**config.mk**
```make
export PLATFORM = sky130hd
export DESIGN_NAME = sccomp_trace_harness
export DESIGN_NICKNAME = d
export VERILOG_FILES = /design/src/rtl/sccomp_trace_harness.sv
export SDC_FILE = /design/constraint.sdc
export NUM_CORES = 1
export LEC_CHECK = 0
export ABC_AREA = 1
export CORE_MARGIN = 10
export CORE_UTILIZATION = 50
export DETAILED_ROUTE_END_ITERATION = 12
export PLACE_DENSITY = 0.69
export SLEW_MARGIN = 20
export SYNTH_ARGS = -nofsm -noshare
export SYNTH_HDL_FRONTEND = slang
export SYNTH_SLANG_ARGS = --single-unit
export TNS_END_PERCENT = 10
```
**constraint.sdc**
```tcl
create_clock -name clk -period 5 [get_ports clk]
set_input_delay 0.5 -clock clk [delete_from_list [all_inputs] [get_ports clk]]
set_output_delay 0.5 -clock clk [all_outputs]
set_load 0.05 [all_outputs]
```
**src/rtl/sccomp_trace_harness.sv**
```systemverilog
// sccomp_trace_harness: run-control, PC/instruction trace and register dump harness for the single-cycle CPU
module sccomp_trace_harness #(
  parameter int PC_W       = 32,
  parameter int INSTR_W    = 32,
  parameter int DATA_W     = 32,
  parameter int DEPTH      = 16,
  parameter int RST_CYCLES = 2,
  parameter int RUN_CYCLES = 10,
  parameter int NREGS      = 32
) (
  input  logic                       clk,
  input  logic                       rst,
  input  logic                       start,
  input  logic                       stop_en,
  input  logic [PC_W-1:0]            stop_pc,
  input  logic [PC_W-1:0]            cpu_pc,
  input  logic [INSTR_W-1:0]         cpu_instr,
  output logic                       cpu_rstn,
  output logic                       cpu_run,
  output logic [4:0]                 reg_sel,
  input  logic [DATA_W-1:0]          reg_data,
  output logic                       dump_valid,
  output logic [4:0]                 dump_idx,
  output logic [DATA_W-1:0]          dump_data,
  output logic                       busy,
  output logic                       done,
  output logic                       hit,
  output logic [$clog2(DEPTH):0]     trace_cnt,
  output logic                       trace_wrap,
  input  logic [$clog2(DEPTH)-1:0]   rd_addr,
  output logic [PC_W+INSTR_W-1:0]    rd_data
);
  localparam int AW = $clog2(DEPTH);
  localparam int HW = $clog2(RST_CYCLES + 1);
  localparam int RW = $clog2(RUN_CYCLES + 1);
  localparam int EW = PC_W + INSTR_W;
  localparam logic [AW:0] FULL = (AW + 1)'(DEPTH);
  typedef enum logic [2:0] {IDLE, HOLD, RUN, DUMP, DONE} state_t;
  state_t state, nxt;
  logic [EW-1:0] mem [DEPTH];
  logic [AW-1:0] wptr, ridx;
  logic [HW-1:0] hcnt;
  logic [RW-1:0] rcnt;
  logic go, stop_hit, hold_last, run_last, dump_last;
  assign go        = start && (state == IDLE || state == DONE);
  assign stop_hit  = stop_en && cpu_pc == stop_pc;
  assign hold_last = hcnt == HW'(RST_CYCLES - 1);
  assign run_last  = rcnt == RW'(RUN_CYCLES - 1);
  assign dump_last = reg_sel == 5'(NREGS - 1);
  assign ridx      = (trace_wrap ? wptr : '0) + rd_addr;
  // state register
  always_ff @(posedge clk) begin
    if (rst) state <= IDLE;
    else     state <= nxt;
  end
  // next-state: a capture always happens in the RUN cycle that decides to exit
  always_comb begin
    nxt = state;
    case (state)
      IDLE, DONE: nxt = start ? HOLD : state;
      HOLD:       nxt = hold_last ? RUN : HOLD;
      RUN:        nxt = (stop_hit || run_last) ? DUMP : RUN;
      DUMP:       nxt = dump_last ? DONE : DUMP;
      default:    nxt = IDLE;
    endcase
  end
  // CPU control and status decoded from state
  always_comb begin
    cpu_rstn = state == RUN || state == DUMP || state == DONE;
    cpu_run  = state == RUN;
    busy     = state == HOLD || state == RUN || state == DUMP;
    done     = state == DONE;
  end
  // counters, trace bookkeeping and the register dump pipeline
  always_ff @(posedge clk) begin
    if (rst) begin
      hcnt       <= '0;
      rcnt       <= '0;
      wptr       <= '0;
      trace_cnt  <= '0;
      trace_wrap <= 1'b0;
      hit        <= 1'b0;
      reg_sel    <= '0;
      dump_valid <= 1'b0;
      dump_idx   <= '0;
      dump_data  <= '0;
    end else begin
      dump_valid <= state == DUMP;
      if (go) begin
        hcnt       <= '0;
        rcnt       <= '0;
        wptr       <= '0;
        trace_cnt  <= '0;
        trace_wrap <= 1'b0;
        hit        <= 1'b0;
        reg_sel    <= '0;
      end
      if (state == HOLD) hcnt <= hcnt + HW'(1);
      if (state == RUN) begin
        wptr       <= wptr + AW'(1);
        rcnt       <= rcnt + RW'(1);
        trace_cnt  <= trace_cnt == FULL ? trace_cnt : trace_cnt + (AW + 1)'(1);
        trace_wrap <= trace_wrap || trace_cnt == FULL;
        if (stop_hit) hit <= 1'b1;
      end
      if (state == DUMP) begin
        dump_idx  <= reg_sel;
        dump_data <= reg_data;
        reg_sel   <= dump_last ? '0 : reg_sel + 5'd1;
      end
    end
  end
  // trace storage, written once per RUN cycle
  always_ff @(posedge clk) begin
    if (!rst && state == RUN) mem[wptr] <= {cpu_pc, cpu_instr};
  end
  // registered readout relative to the oldest entry; no bypass of the same-cycle write
  always_ff @(posedge clk) begin
    if (rst) rd_data <= '0;
    else     rd_data <= ({1'b0, rd_addr} < trace_cnt) ? mem[ridx] : '0;
  end
endmodule

```
; ---- Word level (Yosys, flattened, before mapping)
; Memories as Yosys holds them, arrays and structs flattened. A register that Yosys moved wholly into a read port is not among the register bits.
; Index checks and enable logic that the tools add are counted.
[totals]
ff_bits = 63
mem_bits_rw = 1024
in_bits = 136
out_inout_bits = 118
word_cells = 72
memories = 1
[classes]
addsub = 6
order_cmp = 1
n_eq_ne = 11
n_mux = 23
bitwise_logic = 1
n_reduce_logical = 18
[mem_list]
columns = memory, depth, word_bits, rd, rd_clocked_by_memory_dff, wr, line
row1 = mem, 16, 64, 1, 1, 1, 40  ; logic [EW-1:0] mem [DEPTH];
[ops]
columns = operator, n
row1 = 32-bit equality test, 1
row2 = 5-bit 2-to-1 mux, 5
row3 = 4-bit 2-to-1 mux, 4
row4 = 3-bit case mux with 4 select lines, 1
row5 = "5-bit by 1-bit adder with 5-bit output, second input constant", 2
row6 = "5-bit equality test, second input constant", 2
row7 = "4-bit by 1-bit adder with 4-bit output, second input constant", 2
row8 = 1-bit 2-to-1 mux, 8
row9 = 1-bit logical OR, 7
row10 = "3-bit by 2-bit equality test with 1-bit output, second input constant", 2
row11 = 2-bit 2-to-1 mux, 3
row12 = 3-bit 2-to-1 mux, 2
row13 = 2-bit nonzero test, 3
row14 = 4-bit by 5-bit less-than comparator with 1-bit output, 1
row15 = 4-bit adder, 1
row16 = "4-bit equality test, second input constant", 1
row17 = "2-bit != test, second input constant", 2
row18 = 2-bit OR reduction, 2
row19 = "3-bit by 1-bit equality test with 1-bit output, second input constant", 1
row20 = "3-bit equality test, second input constant", 1
row21 = 1-bit logical AND, 3
row22 = 3-bit zero test, 1
row23 = "2-bit by 1-bit adder with 2-bit output, second input constant", 1
row24 = "2-bit by 1-bit equality test with 1-bit output, second input constant", 1
row25 = 3 further kinds, 3

; ---- Depth between registers and ports, before layout
[depth]
ltp_word = 6
depth_mapped = 16
ltp_nobuf = 13

; ---- Least setup slack after synthesis
; Ideal clock, no wire load.
[synth_path]
path_kind = reg2reg
startpoint = reg state[2]
endpoint = mem mem[0][0] in the netlist's numbering (enable)
setup_time_ns = 0.486
t_arrival_ns = 3.658
required_ns = 4.514
slack_ns = 0.856
path_stages_with_launch = 6
path_buffers = 0
synth_period_minus_slack_ns = 4.144
path_cell_list = dfxtp_1 inv_1 nand3_1 nor2_1 nand2_1 nor2_1
[synth_via]
elab_chain_cells = 4
[synth_rtl]
columns = item, line
row1 = start: declaration, 39  ; state_t state, nxt;
row2 = start signal: assignment, 54  ; else state <= nxt;
row3 = 3-bit by 2-bit equality test with 1-bit output, 115  ; if (!rst && state == RUN) mem[wptr] <= {cpu_pc, cpu_instr};
row4 = 1-bit logical AND, 115
row5 = 1-bit 2-to-1 mux, 115
row6 = 1-bit 2-to-1 mux (not written as such), 115
row7 = end: declaration, 40
; Every way passes these cells.

; ---- Worst setup path in the final report
[layout_path]
startpoint = reg wptr[0]
endpoint = reg rd_data[34] (read register of mem)
[layout_via]
elab_chain_cells = 2
[layout_rtl]
columns = item, line
row1 = start: declaration, 41  ; logic [AW-1:0] wptr, ridx;
row2 = start signal: assignment, 100  ; wptr <= wptr + AW'(1);
row3 = 4-bit 2-to-1 mux, 50  ; assign ridx = (trace_wrap ? wptr : '0) + rd_addr;
row4 = 4-bit adder, 50
row5 = end: declaration, 31  ; output logic [PC_W+INSTR_W-1:0] rd_data
; Every way passes these cells.
; A chain may end at the register's enable or synchronous reset.

==> summary.txt <==
Clocking
  – H-tree Lvls: 3
  – Maximum root-to-sink buffer count: 3
  – Clk_lat worst skew: 0.69 ns
  – Sink Count: 1151
  – Num CTS Buffers: 114
  – # hold bufs at CTS: 0
  – Root buf cell: clkbuf_16
  – CTS tree: built
  – Post_cts resized: 0
  – Worst-path clk slew: 0.06 ns
  – Post-CTS Setup Inserts: 0

Setup path
  – Crit. End Element: register
  – Crit path max fanout: 64
  – Crit-path slowest cell: fa_4
  – CP peak stage delay: 0.73 ns
  – CP arrival: 3.99 ns
  – Crit path top cell by count: nand2_1
  – CP Data Required Time: 5.58 ns
  – Crit path max-delay family: buffers and inverters
  – Crit start category: register
  – Setup Crit Path Kind: register to register
  – Critical-path cell list: nand2_1 -> inv_1 -> ha_4 -> inv_1 -> fa_4 -> inv_4 -> buf_4 -> o21ai_0 -> o22ai_1 -> nand2_1 -> o21ai_1 -> nand2_1 -> a21oi_1
  – Critical path buffer and inverter count: 4

Floorplanning
  – I/O pin count: 254
  – Row count: 110
  – Core box area: 90300 sq um
  – Die H: 322 um
  – Die Footprint: 104000 sq um
  – Starting Density: 50.6%
  – Die width: 322 um

Logic synthesis
  – Sequential fraction of the synthesis area: 72.9%
  – YS warnings: 0
  – Post-Syn Instances: 3932
  – Post-synth EDFFs: 1024
  – #FFs+latches synth: 1151
  – Post-synthesis async set-or-reset flop share: 0%
  – Top FF cell, synth: edfxtp_1
  – Mapped Area: 45700 sq um
  – Syn_nets: 4086
  – Distinct cells, synth: 33
  – Post-Syn Area per Cell: 11.6 sq um

Detailed routing
  – Vias: 29683
  – Vias/cell: 5.48
  – DR DRC count: 0
  – Antenna Violating Nets Remaining: 0
  – Final wirelength: 113000 um
  – TritonRoute pass-1 iters: 7
  – Iteration-0 DRC Markers: 2893
  – Wire per inst: 20.9 um

Timing
  – Final setup viols: 0
  – RSZ-0062 raised after global routing: false
  – Ratio of final minimum period to clock period: 68.1%
  – Setup TNS Final: 0 ns
  – Clock period minus worst slack: 3.40 ns
  – Worst slew pin tran: 1.17 ns
  – Hold Vio Cnt, Final: 0
  – Final Skew: 0.0244 ns
  – Final Max Slew Viols: 0
  – Max Freq: 294 MHz
  – Slew headroom: 21.7%

Cells and area
  – Final Util: 58.9%
  – Register area: 33300 sq um
  – Layout net count: 4287
  – Area delta synth->final: 16.5%
  – Multi-input gate area: 10600 sq um
  – FILL cells: 7127
  – Share of layout cells above drive strength 1: 6.12%

Power
  – PD cells: 380 nW/um^2
  – Tot Pwr: 20.2 mW
  – Pleak: 18.3 nW
  – Worst IR Drop VDD: 0.289 mV

Status
  – Status: completed

Place
  – Gpl congestion: 0.770
  – Port Buf Inserts: 253
  – Hpwl dp: 60800 um

Global route
  – Global-route usage over all layers: 21.4%
  – Largest net degree at the start of global routing: 249
  – Vias in the first global route: 28402
  – Initial antenna violation count: 9
  – Total grt overflow: 0
  – First-pass GRT wire length: 171000 um

Min path
  – Worst Hold Class: input port to register

Run
  – Max-cap violations: 0
==> worst register-to-register path, delay by kind of cell (launching register included) <==
family	cells	cell delay (ns)
simple gates	3	0.23
buf+inv	4	1.23
flops	1	0.45
fa+ha+maj	2	0.87
compound gates	4	0.54
==> cell type report <==
type                            count  area share (%)
Tap cell                         1176            2.77
Inverter                          207            1.50
Clock inverter                     54            1.00
Sequential cell                  1151            62.6
Clock buffer                      161            5.91
Multi-Input combinational cell   2343            19.9
Timing Repair Buffer              316            6.26
Antenna cell                        5          0.0235
==> metal layers <==
layer	track usage [%]	vias up	part of all wire (%)
li1	-	14047	-
met1	27.9	14456	41
met2	36.5	997	50
met3	3.51	181	6.7
met4	6.33	2	2.2
met5	0	-	0.011
==> stage by stage <==
| step | hold slack [ns] | cells | setup slack (ns) | cell area (sq um) |
|---|---|---|---|---|
| 2_1_floorplan | 0.429 | 3932 | 0.856 | 45700 |
| 3_3_place_gp | 0.445 | 5193 | 1.17 | 49500 |
| 3_5_place_dp | 0.459 | 5193 | 1.15 | 49500 |
| 4_1_cts | 0.413 | 5408 | 1.56 | 53200 |
| 5_1_grt | 0.461 | 5413 | 1.31 | 53200 |
| 6_report | 0.438 | 5413 | 1.60 | 53200 |
==> kinds of logic (layout without fill, tap and decap cells) <==
| group | after synthesis | count (layout) | synth area share [%] |
|---|---|---|---|
| xor+xnor | 14 | 14 | 0.285 |
| simple gates | 1328 | 1328 | 11.0 |
| flops | 1151 | 1151 | 72.9 |
| other cells | 0 | 5 | 0 |
| buf+inv | 438 | 738 | 4.26 |
| fa+ha+maj | 18 | 18 | 0.510 |
| compound gates | 983 | 983 | 11.0 |
==> sequential cells by signal, summed over array words and instances, names as in the netlist <==
name	count
dump_data	32
dump_idx	5
dump_valid	1
hcnt	2
hit	1
mem	1024
rcnt	4
rd_data	64
reg_sel	5
state	3
trace_cnt	5
trace_wrap	1
wptr	4
==> cell usage in the layout, fill, tap and decap left out, types with 2 or more instances in the layout <==
cell type	instances
clkbuf_1	35
clkinvlp_4	2
clkinv_2	25
o21ai_0	489
inv_6	2
inv_1	204
xnor2_1	10
nand3_1	13
buf_12	26
o22ai_1	65
clkbuf_8	11
nand4_1	3
inv_16	3
edfxtp_1	1024
nor3_1	3
a21oi_1	85
nor2_1	871
dfxtp_1	127
clkinv_1	14
o21ai_1	335
bufinv_16	9
xor2_1	2
a221oi_1	2
nand2_1	415
clkdlybuf4s50_1	253
buf_4	37
a32o_1	3
nor2_4	16
or2_2	6
diode_2	5
clkbuf_16	114
ha_1	16
==> synthesized netlist by cell type, drive strengths merged, types with 13 or more instances <==
cell type,n,area share (%)
o21ai,824,9.0
ha,17,0.47
clkbuf,118,0.97
edfxtp,1024,67
a21oi,85,0.93
nand3,13,0.14
dfxtp,127,5.6
o22ai,65,0.89
nor2,887,7.3
buf,113,1.6
inv,206,1.7
nand2,415,3.4
==> final timing paths <==
check | endpoint | slack (ns) | cells after the start | startpoint
setup / recovery | rd_data[34] | 1.60 | 13 | wptr[0]
hold / removal | dump_data[20] | 0.44 | 3 | reg_data[20]
setup reg to reg | rd_data[34] | 1.60 | 13 | wptr[0]
hold reg to reg | hcnt[0] | 0.46 | 1 | hcnt[0]
==> power by group <==
group          switching [mW]  internal [mW]  total (mW)  leakage (nW)
Combinational           0.887          0.426        1.31          6.31
Sequential             0.0293           10.5        10.5          10.2
Clock                    3.54           4.84        8.38          1.81
Total                    4.45           15.8        20.2          18.3
Note: power is estimated with default switching activity, not from simulation.
